[config.mk]
export PLATFORM = sky130hd
export DESIGN_NAME = multicycle_control
export DESIGN_NICKNAME = d
export VERILOG_FILES = /design/src/rtl/multicycle_control.sv
export SDC_FILE = /design/constraint.sdc
export NUM_CORES = 1
export LEC_CHECK = 0
export CAP_MARGIN = 20
export CORE_MARGIN = 2
export CORE_UTILIZATION = 49
export CTS_CLUSTER_DIAMETER = 120
export DETAILED_ROUTE_END_ITERATION = 7
export GPL_TIMING_DRIVEN = 0
export HOLD_SLACK_MARGIN = 0.15
export PLACE_DENSITY = 0.86
export SYNTH_ARGS = -nofsm -noshare
export SYNTH_HDL_FRONTEND = slang
export SYNTH_SLANG_ARGS = --single-unit
[constraint.sdc]
create_clock -name clk -period 3.2 [get_ports clk]
set_input_delay 0.64 -clock clk [delete_from_list [all_inputs] [get_ports clk]]
set_output_delay 0.64 -clock clk [all_outputs]
set_load 0.005 [all_outputs]
[src/rtl/multicycle_control.sv]
// -----------------------------------------------------------------------------
// multicycle_control
//
// Control FSM for the multicycle core. One shared ALU and one unified
// instruction/data memory are sequenced over several cycles per instruction.
// Outputs are Moore-style, decoded from the current state only. The one
// exception is pc_write/ir_write in FETCH, which are qualified by mem_ready so
// that PC and IR load only in the cycle the fetch actually completes.
//
// Memory handshake: a request (mem_read or mem_write) is held asserted for as
// long as the FSM sits in FETCH, MEMRD or MEMWR. mem_ready=1 in a cycle means
// the access completed in that cycle. The FSM advances on that same clock
// edge. mem_ready has no effect in any other state.
//
// Ports:
//   clk, rst_n     clock (rising edge), asynchronous active-low reset
//   op             opcode field of the IR, used in DECODE and MEMADR
//   mem_ready      memory access completed this cycle
//   pc_write       load PC from ALU result
//   pc_src         PC source: 0 = ALU result, 1 = ALUOut
//   branch         conditional PC write (gated by zero in the datapath)
//   ir_write       load IR from memory read data
//   iord           memory address: 0 = PC, 1 = ALUOut
//   mem_read       memory read request
//   mem_write      memory write request
//   reg_write      register file write enable
//   reg_dst        destination register: 0 = rt, 1 = rd
//   mem_to_reg     writeback source: 0 = ALUOut, 1 = MDR
//   alu_src_a      ALU A: 0 = PC, 1 = A register
//   alu_src_b      ALU B: 00 = B, 01 = 4, 10 = imm, 11 = imm<<2
//   alu_op         00 = add, 01 = sub, 10 = funct
//   illegal_op     unsupported opcode decoded
//   instr_count    completed instruction fetches, wraps modulo 2^CNT_W
//   state_dbg      current state encoding (debug only)
// -----------------------------------------------------------------------------

package types;
    typedef enum logic [5:0] {
        OP_RTYPE = 6'b000000,
        OP_BEQ   = 6'b000100,
        OP_LW    = 6'b100011,
        OP_SW    = 6'b101011
    } opcode_type;
endpackage

module multicycle_control
    import types::*;
#(
    parameter int CNT_W        = 32,
    parameter bit ILLEGAL_HALT = 1'b0
) (
    input  logic             clk,
    input  logic             rst_n,
    input  opcode_type       op,
    input  logic             mem_ready,
    output logic             pc_write,
    output logic             pc_src,
    output logic             branch,
    output logic             ir_write,
    output logic             iord,
    output logic             mem_read,
    output logic             mem_write,
    output logic             reg_write,
    output logic             reg_dst,
    output logic             mem_to_reg,
    output logic             alu_src_a,
    output logic [1:0]       alu_src_b,
    output logic [1:0]       alu_op,
    output logic             illegal_op,
    output logic [CNT_W-1:0] instr_count,
    output logic [3:0]       state_dbg
);

    typedef enum logic [3:0] {
        S_IDLE    = 4'd0,
        S_FETCH   = 4'd1,
        S_DECODE  = 4'd2,
        S_MEMADR  = 4'd3,
        S_MEMRD   = 4'd4,
        S_MEMWB   = 4'd5,
        S_MEMWR   = 4'd6,
        S_EXEC    = 4'd7,
        S_ALUWB   = 4'd8,
        S_BRANCH  = 4'd9,
        S_ILLEGAL = 4'd10
    } state_t;

    state_t state;
    state_t state_next;

    always_ff @(posedge clk or negedge rst_n) begin
        if (!rst_n) begin
            state <= S_IDLE;
        end else begin
            state <= state_next;
        end
    end

    // Counts completed fetches, i.e. every cycle ir_write is asserted.
    always_ff @(posedge clk or negedge rst_n) begin
        if (!rst_n) begin
            instr_count <= '0;
        end else if (state == S_FETCH && mem_ready) begin
            instr_count <= instr_count + CNT_W'(1);
        end
    end

    always_comb begin
        state_next = state;
        pc_write   = 1'b0;
        pc_src     = 1'b0;
        branch     = 1'b0;
        ir_write   = 1'b0;
        iord       = 1'b0;
        mem_read   = 1'b0;
        mem_write  = 1'b0;
        reg_write  = 1'b0;
        reg_dst    = 1'b0;
        mem_to_reg = 1'b0;
        alu_src_a  = 1'b0;
        alu_src_b  = 2'b00;
        alu_op     = 2'b00;
        illegal_op = 1'b0;

        case (state)
            S_IDLE: begin
                state_next = S_FETCH;
            end
            S_FETCH: begin
                // PC+4 is computed every cycle, but PC and IR load only on
                // the completing cycle so a stall leaves both untouched.
                mem_read  = 1'b1;
                alu_src_b = 2'b01;
                pc_write  = mem_ready;
                ir_write  = mem_ready;
                if (mem_ready) begin
                    state_next = S_DECODE;
                end
            end
            S_DECODE: begin
                // Branch target is precomputed into ALUOut here.
                alu_src_b = 2'b11;
                case (op)
                    OP_LW, OP_SW: state_next = S_MEMADR;
                    OP_RTYPE:     state_next = S_EXEC;
                    OP_BEQ:       state_next = S_BRANCH;
                    default:      state_next = S_ILLEGAL;
                endcase
            end
            S_MEMADR: begin
                alu_src_a  = 1'b1;
                alu_src_b  = 2'b10;
                // IR is not written after FETCH, so op is still LW or SW.
                state_next = (op == OP_SW) ? S_MEMWR : S_MEMRD;
            end
            S_MEMRD: begin
                iord     = 1'b1;
                mem_read = 1'b1;
                if (mem_ready) begin
                    state_next = S_MEMWB;
                end
            end
            S_MEMWB: begin
                mem_to_reg = 1'b1;
                reg_write  = 1'b1;
                state_next = S_FETCH;
            end
            S_MEMWR: begin
                iord      = 1'b1;
                mem_write = 1'b1;
                if (mem_ready) begin
                    state_next = S_FETCH;
                end
            end
            S_EXEC: begin
                alu_src_a  = 1'b1;
                alu_op     = 2'b10;
                state_next = S_ALUWB;
            end
            S_ALUWB: begin
                reg_dst    = 1'b1;
                reg_write  = 1'b1;
                state_next = S_FETCH;
            end
            S_BRANCH: begin
                alu_src_a  = 1'b1;
                alu_op     = 2'b01;
                branch     = 1'b1;
                pc_src     = 1'b1;
                state_next = S_FETCH;
            end
            S_ILLEGAL: begin
                illegal_op = 1'b1;
                state_next = ILLEGAL_HALT ? S_ILLEGAL : S_FETCH;
            end
            default: begin
                state_next = S_IDLE;
            end
        endcase
    end

    assign state_dbg = state;

endmodule

Word level (Yosys, flattened, before mapping)
Index checks and enable logic that the tools add are counted.
Word-level totals
  memories kept: 0
  output and inout bits: 52
  ROM bits: 0
  flip-flop bits (word level): 36
  latch bits: 0
  logic and storage cells: 47
  memory bits (writable): 0
  input bits: 9
Operators by class
  multipliers: 0
  reduce and logical (&&, ||, !) cells: 10
  shift-type cells: 0
  mux-type cells: 18
  order comparisons: 0
  equal/unequal tests: 16
  bitwise operators: 0
  divide/modulo/power cells: 0
  add/subtract/negate cells: 1
Operators with widths (count)
  adder 32 x 1 -> 32 bit, second input constant: 1
  one-hot mux 4 bit (7 select lines): 1
  equality test 4 x 3 -> 1 bit, second input constant: 4
  equality test 4 bit, second input constant: 3
  equality test 6 bit, second input constant: 2
  2-to-1 mux 4 bit: 3
  one-hot mux 4 bit (3 select lines): 1
  2-to-1 mux 1 bit: 10
  equality test 4 x 2 -> 1 bit, second input constant: 2
  OR reduction 2 bit: 4
  equality test 6 x 3 -> 1 bit, second input constant: 1
  logical NOT 6 bit: 1
  inequality test 2 bit, second input constant: 3
  one-hot mux 2 bit (3 select lines): 1
  OR reduction 5 bit: 1
  equality test 4 x 1 -> 1 bit, second input constant: 1
  logical NOT 4 bit: 1
  one-hot mux 2 bit (2 select lines): 1
  AND reduction 3 bit: 1
  OR reduction 3 bit: 1
  2-to-1 mux 2 bit: 1
  logical AND 1 bit: 1

Depth between registers and ports, before layout
Gate-level depths: netlist of the first run.
  depth in word-level cells: 4
  gate-level depth with buffers: 6
  depth with buffers taken out: 6

Worst setup path after synthesis of the first run
No wires, ideal clock.
  kind: input to register
  start: input port mem_ready
  end: register instr_count[23]
  data required time: 3.077 ns
  stages: 6
  path buffers: 1
  data arrival time: 1.897 ns
  setup slack: 1.180 ns
  setup time: 0.123 ns
  cells stage by stage: or3b_1 nor4_4 and3_1 buf_4 nand4_1 xnor2_1
Between the ends
  word-level cells in the longest chain between the ends: 1
RTL lines
  from (decl): line 55  | input logic mem_ready,
  logical AND 1 bit: line 103  | end else if (state == S_FETCH && mem_ready) begin
  to (signal assigned): line 104  | instr_count <= instr_count + CNT_W'(1);
  to (decl): line 70  | output logic [CNT_W-1:0] instr_count,
No other way between the ends.
A chain may end at the register's enable or synchronous reset.

Worst setup path in the final report of the first run
  start: input port mem_ready
  end: output port pc_write
Between the ends
  word-level cells in the longest chain between the ends: 1
RTL lines
  2-to-1 mux 1 bit: line 125  | case (state)
  to (decl): line 56  | output logic pc_write,
No other way between the ends.

==> metrics.md, run 1 <==
| Metric | Value |
|---|---|
| Outcome | complete, no violations |
| Final WL | 3810 µm |
| Die Footprint | 4180 µm² |
| Final Critical Period | 3.04 ns |
| Nets | 265 |
| Total setup buffers inserted after CTS | 0 |
| Area grow syn2layout | 41.6% |
| Number of global-route vias before repair | 1497 |
| Antenna cells | 0 |
| Min-Delay Path Class | in -> async |
| Fin. max-slew vios | 0 |
| H-Tree Level Count | 2 |
| Synthesized cell area | 1800 µm² |
| Via count | 1552 |
| GPL Wtd Cong | 0.805 |
| DPL Wire Length | 2870 µm |
| Cell mode on critical path | clkdlybuf4s50_1 |
| Core Rows | 22 |
| Worst-path cell chain | clkdlybuf4s50_1 -> nor3b_2 -> nand2b_1 -> inv_1 -> buf_4 -> clkdlybuf4s50_1 |
| # port buffers | 60 |
| Area of the multi-input gates | 847 µm² |
| CP required | 2.56 ns |
| Reg2reg start | state_dbg[3] |
| Leakage power | 1.11 nW |
| Seq cells post-synth | 36 |
| Worst clock skew | 0.00308 ns |
| Via/cell ratio | 5.11 |
| Final setup vio count | 0 |
| Mean area per synthesized cell | 9.59 µm² |
| Sequential area share after synthesis | 50.0% |
| Mapped Cells | 188 |
| Hold_buf cts | 0 |
| Core area | 3610 µm² |
| Fmax | 0.329 GHz |
| Worst Hold Slack | 0.429 ns |
| Final ANT Viol Nets | 0 |
| Power Density | 584 nW/µm² |
| Clock Latency Late Sink | 0.28 ns |
| R2R Setup Slk | 1.17 ns |
| RSZ-0062 raised after global routing | false |
| Critical path class | in -> out |
| Max-Cap Viols | 0 |
| Remaining global-route overflow | 0 |
| Hold Vio Cnt, Final | 0 |
| Syn_nets | 198 |
| Ports | 61 |
| TritonCTS buffer count | 5 |
| Initial Util | 50.0% |
| First-pass GRT wire length | 6560 µm |
| Share of cells above drive strength 1 | 6.64% |
| Synth Warn # | 0 |
| Fillers | 284 |
| Fin crit share | 95.0% |
| Initial antenna violation count | 0 |
| Crit end category | output pin |
| Worst slew pin tran | 0.774 ns |
| Worst slew margin | 48.4% |
| DRC viols | 0 |
| Seq. cell area | 901 µm² |
| Longest Clk Path Bufs | 2 |
| CTS clk-pin slew, worst paths | 0.06 ns |
| WP data arrival | 2.40 ns |
| Total global-route track usage | 20.6% |
| Die Y | 64.7 µm |
| Max FO, Critical Path | 6 |
| DRT Pass-1 Iters | 4 |
| Crit-path max cell delay | 0.57 ns |
| Largest net degree at the start of global routing | 37 |
| Max VDD drop | 0.445 mV |
| Clk root buf | clkbuf_8 |
| Netlist cell types | 29 |
| Die Span X | 64.7 µm |
| Reg2Reg Depth | 6 |
| R2R Path End | instr_count[27] |
| CTS Sinks | 36 |
| Overall Power | 1.49 mW |
| Slowest cell on crit path | clkdlybuf4s50_1 |
| Initial drt markers | 111 |
| CTS tree | yes |
| Setup Total Neg Slack | 0 ns |
| CP Launch Type | input pin |
| Avg WL per Cell | 12.5 µm |
layout by cell type (no fill, tap or decap), types with 2 or more instances in the layout:
cell / synthesis / layout
clkdlybuf4s50_1: 0 / 59
xor2_1: 8 / 8
inv_1: 5 / 5
and2_1: 2 / 2
clkbuf_8: 0 / 6
nand2_1: 27 / 27
buf_4: 4 / 4
a21oi_1: 3 / 3
o21ai_0: 5 / 5
clkbuf_1: 3 / 5
xnor2_1: 24 / 24
dfrtp_1: 36 / 36
nand4_1: 9 / 9
nor2_1: 24 / 24
nand3_1: 10 / 10
nor3_1: 4 / 4
nand2b_1: 6 / 6
and3_1: 5 / 5
power breakdown:
part / internal, mW / leakage (nW) / switching (mW) / total (mW)
Sequential: 0.510 / 0.479 / 0.0770 / 0.587
Clock: 0.175 / 0.0455 / 0.148 / 0.323
Combinational: 0.334 / 0.584 / 0.247 / 0.581
worst max-delay path: cells and delay by family:
family,cells,cell delay [ns]
simple gates,2,0.39
buf+inv,4,1.37
per-layer routing:
| layer | track usage, % | up-vias | part of all wire (%) |
|---|---|---|---|
| met5 | 0 | - | 0 |
| met4 | 7.18 | 0 | 0.95 |
| met3 | 7.99 | 4 | 8.0 |
| met2 | 33.3 | 56 | 48 |
| met1 | 25.2 | 740 | 43 |
| li1 | - | 752 | - |
cells in the mapped netlist:
master | n | area [µm²]
a21oi_1 | 3 | 15.0
or3b_1 | 1 | 8.76
nor3_1 | 4 | 20.0
or4b_2 | 1 | 10.0
dfrtp_1 | 36 | 901
nor3b_1 | 1 | 7.51
nand4_1 | 9 | 56.3
nand3b_1 | 1 | 7.51
or3_1 | 1 | 6.26
and2_1 | 2 | 12.5
and3_1 | 5 | 31.3
nand4_2 | 1 | 12.5
nor2_1 | 24 | 90.1
nor4_4 | 1 | 21.3
xor2_1 | 8 | 70.1
inv_1 | 5 | 18.8
buf_4 | 4 | 30.0
nand2_1 | 27 | 101
a31oi_1 | 1 | 6.26
xnor2_1 | 24 | 210
o22ai_1 | 1 | 6.26
nor3_2 | 1 | 10.0
nand2b_1 | 6 | 37.5
clkbuf_1 | 3 | 11.3
ha_1 | 1 | 12.5
or2_2 | 1 | 6.26
o21ai_0 | 5 | 25.0
nand3_1 | 10 | 50.1
a211oi_1 | 1 | 7.51
registers in the layout (all words and copies together), names as in the netlist:
register     cells
instr_count     32
state_dbg        4
repair_timing:
item                                   in CTS  in global routing
gates resized for setup                     0                  1
setup endpoints to repair                   0                  2
endpoints found under the hold margin       0                  0
kinds of logic after synthesis:
| kind of cell | count (synthesis) | synth area share [%] |
|---|---|---|
| buffers and inverters | 12 | 3.33 |
| xor gates and xnor gates | 32 | 15.5 |
| DFF | 36 | 50.0 |
| and+or+nand+nor | 96 | 27.1 |
| adders and majority gates | 1 | 0.694 |
| AOI/OAI and AO/OA | 11 | 3.33 |
cell type report:
type | count | share of cell area (%)
buffer | 7 | 1.62
sequential | 36 | 35.3
timing repair buffer | 60 | 23.3
multi-input combinational | 140 | 33.2
tap | 48 | 2.35
inverter | 5 | 0.735
clock buffer | 8 | 3.53
metrics by stage:
step / utilization (%) / cell area, µm² / std cells / setup slack [ns]
floorplan: - / 1800 / 188 / 1.18
global placement: 68.3 / 2460 / 296 / 0.104
detailed placement: 68.2 / 2460 / 296 / 0.0596
CTS: 70.7 / 2550 / 304 / 0.0585
global route: 70.8 / 2550 / 304 / 0.0140
finish: 70.8 / 2550 / 304 / 0.159
how the worst max path moves through the flow:
stage               startpoint         endpoint  slack [ns]  cells past startpoint
global placement     mem_ready         pc_write        0.10                      6
floorplan            mem_ready  instr_count[23]        1.18                      6
CTS                  mem_ready         pc_write        0.06                      6
detailed placement   mem_ready         pc_write        0.06                      6
finish               mem_ready         pc_write        0.16                      6
global route         mem_ready         pc_write        0.01                      6
(Power assumes the default switching activity.)
==> run 2, diff against run 1 <==
Settings changed: CORE_MARGIN 2 to unset.
==> metrics.md, run 2 (synthesis gave the netlist of run 1 again) <==
| Metric | Value |
|---|---|
| TritonCTS buffer count | 5 (unchanged) |
| Area grow syn2layout | 41.7% (about the same) |
| Worst Hold Slack | 0.428 ns (-0.00115 ns) |
| Remaining global-route overflow | 0 (unchanged) |
| Total global-route track usage | 21.5% (+0.87 points) |
| Pre-CTS setup slack | 0.0465 ns (-0.0131 ns) |
| GPL Wtd Cong | 0.825 (+2.5%) |
| CTS tree | yes |
| Fmax | 0.325 GHz (-1.0%) |
| Power Density | 584 nW/µm² (about the same) |
| WP depth | 6 (unchanged) |
| DPL Wire Length | 2720 µm (-5.3%) |
| Reg2Reg Depth | 6 (unchanged) |
| Fin. max-slew vios | 0 (unchanged) |
| DRC viols | 0 (unchanged) |
| Outcome | complete, no violations |
| Final Critical Period | 3.07 ns (+0.0316 ns) |
| Crit-path max cell delay | 0.58 ns (about the same) |
| Largest net degree at the start of global routing | 37 (unchanged) |
| RSZ-0062 raised after global routing | false |
| First-pass GRT wire length | 6530 µm (-0.41%) |
| Share of cells above drive strength 1 | 7.03% (+0.39 points) |
| Setup Total Neg Slack | 0 ns (unchanged) |
| CTS Sinks | 36 (unchanged) |
| Reg2reg start | state_dbg[3] |
| Worst Path Buf+Inv | 4 (unchanged) |
| Antenna cells | 0 (unchanged) |
| Slowest cell on crit path | clkdlybuf4s50_1 |
| Clk root buf | clkbuf_8 |
| Initial Util | 52.4% (+2.4 points) |
| Max-Cap Viols | 0 (unchanged) |
| DRT Pass-1 Iters | 4 (unchanged) |
| Ports | 61 (unchanged) |
| Worst Setup SP | mem_ready |
| Placed Cells | 294 (-0.68%) |
| CP delay by family, top | buffers and inverters |
| Most frequent cells in the layout | clkdlybuf4s50_1, dfrtp_1, nand2_1, nor2_1, xnor2_1 |
| Via count | 1511 (-2.6%) |
| Worst clock skew | 0.00760 ns (+0.00453 ns) |
| Die Footprint | 3930 µm² (-6.1%) |
| Final setup margin | 0.127 ns (-0.0316 ns) |
| Initial drt markers | 46 (-59%) |
| Critical path class | in -> out |
| Initial antenna violation count | 0 (unchanged) |
| CTS clk-pin slew, worst paths | 0.07 ns (about the same) |
| Fin crit share | 96.0% (+0.99 points) |
| Clock Latency Late Sink | 0.29 ns (about the same) |
| # port buffers | 60 (unchanged) |
| Largest reg by FF count | instr_count |
| WP data arrival | 2.43 ns (+0.03 ns) |
| Final setup vio count | 0 (unchanged) |
| Final core utilization | 74.2% (+3.4 points) |
| Via/cell ratio | 5.00 (-2.0%) |
| Crit end category | output pin |
| H-Tree Level Count | 2 (unchanged) |
| Max FO, Critical Path | 6 (unchanged) |
| Die Span X | 62.7 µm (-3.1%) |
| Avg WL per Cell | 12.2 µm (-2.2%) |
| Leakage power | 1.11 nW (about the same) |
| Core Rows | 21 (-4.5%) |
| CP Launch Type | input pin |
| Nets | 265 (unchanged) |
| Longest Clk Path Bufs | 2 (unchanged) |
| Die Y | 62.7 µm (-3.1%) |
| Cell mode on critical path | clkdlybuf4s50_1 |
| Worst-path cell chain | clkdlybuf4s50_1 -> nor3b_2 -> nand2b_1 -> inv_1 -> buf_4 -> clkdlybuf4s50_1 |
| Min-Delay Path Class | in -> async |
| Worst slew margin | 48.3% (-0.18 points) |
| Worst slew pin tran | 0.776 ns (+0.00265 ns) |
| Max VDD drop | 0.395 mV (-11%) |
| Final WL | 3700 µm (-2.9%) |
| Core area | 3440 µm² (-4.5%) |
| Number of global-route vias before repair | 1374 (-8.2%) |
| CP required | 2.56 ns (about the same) |
| Final ANT Viol Nets | 0 (unchanged) |
| Max reg flops | 32 (unchanged) |
| Hold Vio Cnt, Final | 0 (unchanged) |
| Commonest non-fill, non-tap cell in the layout | clkdlybuf4s50_1 |
| Cell Count, Final, Fillers Out | 302 (-0.66%) |
| Hold_buf cts | 0 (unchanged) |
## run 2: where the power goes
group / switching (mW) / total [mW] / internal (mW)
clock network: 0.159 / 0.333 / 0.175
logic: 0.242 / 0.576 / 0.334
registers: 0.0726 / 0.582 / 0.510
## run 2: area by class of cell
| type | count | area, µm² |
|---|---|---|
| Sequential cell | 36 | 901 |
| Fill cell | 259 | 887 |
| Multi-Input combinational cell | 140 | 847 |
| Timing Repair Buffer | 60 | 596 |
| Clock buffer | 7 | 86.3 |
| Tap cell | 46 | 57.6 |
| Buffer | 7 | 41.3 |
| Inverter | 5 | 18.8 |
| Clock inverter | 1 | 7.51 |
## run 2: worst paths after layout
path | to | slack [ns]
worst max-delay path | pc_write | 0.13
worst min-delay path | instr_count[12] | 0.43
worst max register to register | instr_count[23] | 1.13
worst min register to register | instr_count[31] | 0.48
max in group asynchronous | state_dbg[2] | 2.28
min in group clk | instr_count[31] | 0.48
## run 2: timing repair
item,CTS,global route
setup endpoints to repair,0,2
buffers inserted,0,0
resized for setup,0,1
## run 2: through the flow
step	power, mW	cell area [µm²]
2_1_floorplan	0.850	1800
3_3_place_gp	1.16	2460
3_5_place_dp	1.17	2460
4_1_cts	1.50	2550
5_1_grt	1.59	2550
6_report	1.49	2550
## run 2: metal layers
metal	routed length, µm	track usage, %	up-vias
met1	1650	27.6	703
met4	57	6.40	0
met2	1810	35.3	46
met5	0	0	-
met3	177	5.84	6
li1	-	-	756
==> run 3, diff against run 2 <==
Settings changed: GPL_TIMING_DRIVEN 0 to unset.
==> metrics.md, run 3 (synthesis gave the netlist of run 1 again) <==
| Metric | Value |
|---|---|
| Hold_buf cts | 0 (unchanged) |
| Power Density | 569 nW/µm² (-2.5%) |
| HP Start | instr_count[31] |
| Worst slew pin tran | 0.428 ns (-0.349 ns) |
| Crit-path max cell delay | 0.56 ns (-0.02 ns) |
| CTS tree | yes |
| Core area | 3440 µm² (unchanged) |
| H-Tree Level Count | 2 (unchanged) |
| Final core utilization | 73.0% (-1.2 points) |
| Nets | 260 (-1.9%) |
| Final ANT Viol Nets | 0 (unchanged) |
| Initial antenna violation count | 0 (unchanged) |
| Total global-route track usage | 20.5% (-0.95 points) |
| # port buffers | 60 (unchanged) |
| Clk root buf | clkbuf_8 |
| Internal power | 0.979 mW (-3.9%) |
| DRC viols | 0 (unchanged) |
| Setup Total Neg Slack | 0 ns (unchanged) |
| Die Y | 62.7 µm (unchanged) |
| Hold Vio Cnt, Final | 0 (unchanged) |
| Leakage power | 1.08 nW (-2.0%) |
| Clk pwr share | 20.6% (-1.8 points) |
| Commonest non-fill, non-tap cell in the layout | clkdlybuf4s50_1 |
| Net switching power figure | 0.451 mW (-4.7%) |
| Ports | 61 (unchanged) |
| Die Footprint | 3930 µm² (unchanged) |
| Fmax | 0.338 GHz (+3.9%) |
| RSZ-0062 raised after global routing | false |
| TritonCTS buffer count | 5 (unchanged) |
| WP data arrival | 2.32 ns (-0.11 ns) |
| First-pass GRT wire length | 6320 µm (-3.3%) |
| Avg WL per Cell | 12.3 µm (+0.45%) |
| Crit end category | output pin |
| Worst-path cell chain | clkdlybuf4s50_1 -> nor3b_1 -> nand2b_1 -> inv_1 -> clkdlybuf4s50_1 |
| Logic pwr share | 35.9% (-2.7 points) |
| Final setup vio count | 0 (unchanged) |
| Worst clock skew | 0.00476 ns (-0.00284 ns) |
| Final setup margin | 0.244 ns (+0.116 ns) |
| Via/cell ratio | 5.16 (+3.1%) |
| Fin crit share | 92.4% (-3.6 points) |
| Antenna cells | 0 (unchanged) |
| Number of global-route vias before repair | 1418 (+3.2%) |
| Pre-CTS setup slack | 0.264 ns (+0.217 ns) |
| Max FO, Critical Path | 6 (unchanged) |
| Outcome | complete, no violations |
| Core Rows | 21 (unchanged) |
| Initial drt markers | 59 (+28%) |
| Sequential Power Share | 43.5% (+4.5 points) |
| R2R Setup Slk | 1.10 ns (-0.03 ns) |
| Fillers | 270 (+4.2%) |
| Final WL | 3640 µm (-1.5%) |
| CP Launch Type | input pin |
| Clock Latency Late Sink | 0.28 ns (about the same) |
| Post-CTS Resized | 0 (unchanged) |
| Via count | 1527 (+1.1%) |
| Largest net degree at the start of global routing | 37 (unchanged) |
| Seq. cell area | 901 µm² (unchanged) |
| CTS clk-pin slew, worst paths | 0.07 ns (about the same) |
| DPL Wire Length | 2720 µm (about the same) |
| Largest reg by FF count | instr_count |
| Initial Util | 52.4% (unchanged) |
| Area grow syn2layout | 39.3% |
| Final Critical Period | 2.96 ns (-0.116 ns) |
| Cell mode on critical path | clkdlybuf4s50_1 |
| Die Span X | 62.7 µm (unchanged) |
| GPL Wtd Cong | 0.819 (-0.68%) |
| Fin. max-slew vios | 0 (unchanged) |
| Worst slew margin | 71.5% (+23 points) |
| Reg2reg start | state_dbg[2] |
| Share of cells above drive strength 1 | 5.20% (-1.8 points) |
| Longest Clk Path Bufs | 2 (unchanged) |
| Max reg flops | 32 (unchanged) |
| Min-Delay Path Class | reg -> reg |
| Total setup buffers inserted after CTS | 0 (unchanged) |
| Max VDD drop | 0.522 mV (+32%) |
| Overall Power | 1.43 mW (-4.1%) |
| Remaining global-route overflow | 0 (unchanged) |
| CP required | 2.56 ns (about the same) |
| Max-Cap Viols | 0 (unchanged) |
| CTS Sinks | 36 (unchanged) |
| Slowest cell on crit path | clkdlybuf4s50_1 |
| Most frequent cells in the layout | clkdlybuf4s50_1, dfrtp_1, nand2_1, nor2_1, xnor2_1 |
| Switching Fraction | 31.6% (-0.18 points) |
| DRT Pass-1 Iters | 4 (unchanged) |
| Worst Setup SP | mem_ready |
| Area of the multi-input gates | 842 µm² (-0.59%) |
| Critical path class | in -> out |
## run 3: changes by cell type in the layout (fill, tap and decap cells not counted), sizes merged
cell / before / now
clkinvlp: 1 / 0
clkbuf: 10 / 6
clkinv: 0 / 1
buf: 5 / 2
clkdlybuf4s50: 59 / 60
## run 3: metal layers
layer	vias up	share of wire [%]	GRT usage, %	routed length [µm]
met5	-	0	0	0
met4	0	1.8	8.72	65
met3	7	3.9	4.01	142
met2	44	48	34.2	1730
met1	727	47	25.9	1700
li1	749	-	-	-
## run 3: final cells by class
| cell class | instances | share of cell area, % |
|---|---|---|
| Clock buffer | 6 | 2.89 |
| Clock inverter | 1 | 0.199 |
| Inverter | 5 | 0.747 |
| Multi-Input combinational cell | 140 | 33.5 |
| Sequential cell | 36 | 35.9 |
| Tap cell | 46 | 2.29 |
| Timing Repair Buffer | 62 | 24.5 |
## run 3: metrics by stage
step | hold slack (ns) | cells | area [µm²]
2_1_floorplan | 0.344 | 188 | 1800
3_3_place_gp | 0.462 | 289 | 2430
3_5_place_dp | 0.465 | 289 | 2430
4_1_cts | 0.476 | 296 | 2510
5_1_grt | 0.513 | 296 | 2510
6_report | 0.483 | 296 | 2510
## run 3: power by group through the flow
stage | clock network, mW | logic, mW | registers [mW]
CTS | 0.299 | 0.520 | 0.620
global route | 0.322 | 0.564 | 0.635
global placement | 0 | 0.511 | 0.629
detailed placement | 0 | 0.517 | 0.628
finish | 0.295 | 0.513 | 0.622
floorplan | 0 | 0.268 | 0.581
## run 3: path summary, 6_finish.rpt
| check | end | depth (start not counted) |
|---|---|---|
| max | ir_write | 5 |
| min | instr_count[31] | 1 |
| max reg2reg | instr_count[23] | 5 |
| min reg2reg | instr_count[31] | 1 |
| max in group asynchronous | state_dbg[1] | 2 |
| min in group asynchronous | instr_count[5] | 2 |
## run 3: critical path: cells and delay by family
family / cells / cell delay [ns]
buffers and inverters: 3 / 1.26
AND/OR/NAND/NOR: 2 / 0.43
==> RTL change 1: new RTL, config.mk and constraints of run 2 <==
The parameter `CNT_W` goes from 32 to 64.
--- a/src/rtl/multicycle_control.sv
+++ b/src/rtl/multicycle_control.sv
@@ -46,7 +46,7 @@
 module multicycle_control
     import types::*;
 #(
-    parameter int CNT_W        = 32,
+    parameter int CNT_W        = 64,
     parameter bit ILLEGAL_HALT = 1'b0
 ) (
     input  logic             clk,
Ports: changed (resized instr_count); port bits go from 61 to 93. No check against the original RTL was run, so the function may have changed too.
==> RTL change 1 against run 2 <==
- via count up 100%
- global-route usage rose by 3.2 points
- sequential cell count grew 32
- worst setup slack gained 26 ps
- design area increased by 85%
- die area rose by 90%
- highest routed layer unchanged
- critical path depth decreased by 2
- wire length increased by 140%
- combinational power increased by 5.2%
- total power increased by 50%
- synthesized area rose by 93%
==> RTL change 1: results (changes against run 2) <==
metric	value	unit	change
status	complete, no violations		
synth_fa_ha_area_share	0.359	%	-0.34 points
routed_wl	8730	um	+140%
reg2regPathDepth	5		-1
grt_first_pass_wirelength	14100	um	+120%
max_stage_delay	600	ps	+20 ps
synth.area.top_cells	dfrtp_1 (49%), xor2_1 (9.0%), xnor2_1 (7.0%)		
syn-num-nets	356		+80%
grt_pass1_vias	2972		+120%
synth_cell_types	44		+52%
dp_hpwl	6190	um	+130%
synth_common_cells	dfrtp_1 (68), xor2_1 (36), nor2_1 (34)		
grtUsageTotal	24.7	%	+3.2 points
slew_headroom	43.5	%	-4.8 points
synth-xor-area-share	16.1	%	+0.52 points
placed_area	0.00453	mm2	+84%
cts_inserted_buffers	9		+4
layout-drive-gt1-share	8.81	%	+1.8 points
r2r_setup_slack	670	ps	-460 ps
finClkSkew	10.3	ps	+2.73 ps
first_pass_iters	5		+1
nets	459		+73%
synth_cells	346		+84%
largest_register_ffs	64		+100%
async_flop_share	100	%	unchanged
vias_per_cell	5.59		+12%
leakage	2.09	nW	+89%
synth_seq_area_share	48.8	%	-1.2 points
cp.arrival	2410	ps	-20 ps
synth-compound-area-share	2.15	%	-1.2 points
ir_drop	0.000422	V	+6.9%
path_max_fanout	7		+1
crit-reg2reg-launch	instr_count[19]		
r2r-end	instr_count[60]		
htree_levels	3		+1
place_congestion	0.859		+4.2%
intPower	1.58	mW	+55%
clk_latency	350	ps	+60 ps
grt_max_degree	69		+86%
## RTL change 1: kinds of logic (layout without fill, tap and decap cells)
kind of cell | Yosys count | in the layout
flip-flops | 68 | 68
AO/OA/AOI/OAI | 11 | 11
adder cells (fa/ha/maj) | 1 | 1
AND/OR/NAND/NOR | 180 | 180
XOR/XNOR | 64 | 64
multiplexers | 2 | 2
buffers and inverters | 20 | 128
## RTL change 1: how the worst min path moves through the flow
| stage | from | to | slack [ps] | depth (start not counted) |
|---|---|---|---|---|
| detailed placement | instr_count[63] | instr_count[63] | 470 | 1 |
| global route | rst_n | instr_count[19] | 470 | 1 |
| floorplan | rst_n | instr_count[0] | 340 | 0 |
| finish | rst_n | instr_count[35] | 390 | 1 |
| CTS | rst_n | instr_count[19] | 420 | 1 |
| global placement | instr_count[63] | instr_count[63] | 460 | 1 |
## RTL change 1: repair_timing
action                     in CTS  in global routing
buffers inserted                0                  0
resized for setup               1                  0
pin swaps                       0                  1
setup endpoints to repair       1                  1
## RTL change 1: layout make-up
| type | count | area share (%) |
|---|---|---|
| Tap cell | 96 | 2.54 |
| Inverter | 11 | 0.874 |
| Clock inverter | 4 | 0.477 |
| Clock buffer | 12 | 3.50 |
| Timing Repair Buffer | 92 | 19.4 |
| Sequential cell | 68 | 36.0 |
| Multi-Input combinational cell | 258 | 36.1 |
| Buffer | 9 | 1.01 |
## RTL change 1: power by group through the flow
| stage | clock network, mW | registers, mW | logic [mW] |
|---|---|---|---|
| after floorplan | 0 | 0.978 | 0.283 |
| after global placement | 0 | 0.981 | 0.580 |
| after detailed placement | 0 | 0.985 | 0.592 |
| after CTS | 0.670 | 0.970 | 0.607 |
| after global routing | 0.708 | 0.977 | 0.657 |
| final | 0.663 | 0.970 | 0.606 |
## RTL change 1: through the flow
stage / total power, mW / util, % / setup slack, ps
after floorplan: 1.26 / - / 1070
after global placement: 1.56 / 66.3 / -685
after detailed placement: 1.58 / 66.3 / -25.6
after CTS: 2.25 / 69.1 / 115
after global routing: 2.34 / 69.1 / 23.2
final: 2.24 / 69.1 / 153
## RTL change 1: routing by layer
layer	vias to the layer above	part of all wire (%)	GRT usage, %
li1	1428	-	-
met1	1493	43	31.3
met2	133	49	39.5
met3	22	6.4	5.52
met4	0	2.1	13.6
met5	-	0	0
## RTL change 1: worst max-delay path, delay by kind of cell
| kind | cells | cell delay, ps |
|---|---|---|
| AND/OR/NAND/NOR | 1 | 480 |
| buffers and inverters | 3 | 1280 |
==> RTL change 2: new RTL, flow settings as in run 2 <==
Made on the original files. Put one more register stage on the output `state_dbg`, without a reset. The value now appears one clock later. The other outputs are not delayed to match.
--- a/src/rtl/multicycle_control.sv
+++ b/src/rtl/multicycle_control.sv
@@ -199,7 +199,9 @@
         endcase
     end
 
-    assign state_dbg = state;
+    always_ff @(posedge clk) begin
+        state_dbg <= state;
+    end
 
 endmodule
 
Function: changed (Yosys sat finds a counterexample within 4 cycles, from zero or initial values and one cycle with rst_n low).
==> RTL change 2 against run 2 <==
- worst setup slack got worse by 55 ps
- design area rose by 7.6%
- sequential cell count rose by 4
- non-clock buffer count grew 5
- sequential power grew 16%
- synthesized area is 11% higher
- hold slack got worse by 37 ps
- via count rose by 14%
- wire length increased by 21%
- total power increased by 9.3%
- clock power shrank 5%
- largest cell class unchanged
- utilization shrank 1.9 points
- highest routed layer unchanged
- critical endpoint unchanged
- die area up 11%
==> RTL change 2: results (changes against run 2) <==
metric	value	unit	change
slew_headroom	40.3	%	-8.0 points
reg.largest.list	instr_count x32, state x4, state_dbg x4		
pre_cts_slack	-28.8	ps	-75.3 ps
grt_pass1_vias	1639		+19%
port_buffers	60		unchanged
crit-reg2reg-launch	state[3]		
finalCritPeriodShare	97.7	%	+1.7 points
async_flop_share	90.0	%	-10 points
post_cts_buffers	0		unchanged
met1_length	1880	um	+14%
whs_endpoint	state_dbg[3]		
grt_first_pass_wirelength	7680	um	+18%
wire_per_inst	14.3	um	+17%
holdWs	391	ps	-37.3 ps
syn-num-nets	205		+3.5%
vias	1721		+14%
synth_seq_area_share	49.0	%	-0.93 points
route.met2.wl	2280	um	+26%
placed_area	0.00267	mm2	+8.5%
clk_pin_slew	70	ps	about the same
htree_levels	2		unchanged
yosysTopAreaCell	dfrtp_1		
whs_path_depth	0		
globalRouteOverflowTotal	0		unchanged
cp.arrival	2490	ps	+60 ps
path_max_fanout	6		unchanged
drt-initial-drc-count	89		+93%
antenna_found_initial	0		unchanged
place_congestion	0.840		+1.9%
swShare	32.0	%	+0.22 points
synth_common_cells	dfrtp_1 (36), xnor2_1 (20), nand4_1 (16)		
wl_met3	246	um	+39%
dp_hpwl	3400	um	+25%
reg2regPathDepth	7		+1
grtUsageTotal	23.6	%	+2.1 points
cts_inserted_buffers	5		unchanged
clockBufferDepth	2		unchanged
fillers	297		+15%
synth.area.top_cells	dfrtp_1 (45%), xnor2_1 (8.8%), xor2_1 (5.3%)		
ir_drop	0.000388	V	-1.8%
finClkSkew	9.34	ps	+1.74 ps
r2r-end	instr_count[16]		
postRouteAntennaNets	0		unchanged
cts_resized	1		+1
synth_cell_types	40		+38%
status	complete, no violations		
max_stage_delay	580	ps	about the same
nets	274		+3.4%
leakage	1.16	nW	+5.2%
r2r_setup_slack	1040	ps	-90 ps
layout-drive-gt1-share	8.30	%	+1.3 points
worstHoldPathType	register to register		
## RTL change 2: cell types whose count changed in the layout (fill, tap and decap cells not counted), sizes merged, moves of 3 or more
cell,change
xnor2,-4
and3,+4
nand4,+7
nor3,+5
nand2,-13
nand4b,+3
buf,+4
dfxtp,+4
nand3,-3
nor2,-9
xor2,+4
## RTL change 2: metrics by stage
step	std cells	util [%]
CTS	313	72.4
finish	313	72.4
floorplan	195	-
detailed placement	305	70.2
global route	313	72.4
global placement	303	70.1
## RTL change 2: metal layers
layer	track usage (%)	vias to the layer above
met5	0	-
met4	8.15	0
met2	39.7	62
met1	28.8	833
li1	-	817
met3	6.38	9
## RTL change 2: how the worst max path moves through the flow
stage          endpoint  depth (start not counted)
6_report       pc_write                          5
4_1_cts        pc_write                          5
5_1_grt        pc_write                          5
3_3_place_gp   pc_write                          5
2_1_floorplan  pc_write                          3
3_5_place_dp   pc_write                          5
## RTL change 2: layout make-up
cell class / instances / area share [%]
Buffer: 10 / 2.32
Sequential cell: 40 / 35.7
Tap cell: 48 / 2.18
Multi-Input combinational cell: 142 / 34.5
Clock inverter: 1 / 0.182
Inverter: 3 / 0.410
Clock buffer: 7 / 2.78
Timing Repair Buffer: 62 / 22.0
## RTL change 2: cells by family (layout without fill, tap and decap cells)
logic type	count (synthesis)	count (layout)	synth area share, %
simple gates	95	95	28.1
flops	40	40	49.0
xor+xnor	32	32	14.0
compound gates	13	13	3.94
buf+inv	13	83	3.75
fa+ha+maj	1	1	0.625
mux	1	1	0.563
## RTL change 2: power by group through the flow
stage,sequential (mW),clock (mW),combinational [mW]
after global routing,0.692,0.345,0.694
after detailed placement,0.686,0,0.635
after global placement,0.684,0,0.633
after floorplan,0.674,0,0.306
after CTS,0.677,0.322,0.643
final,0.677,0.315,0.638
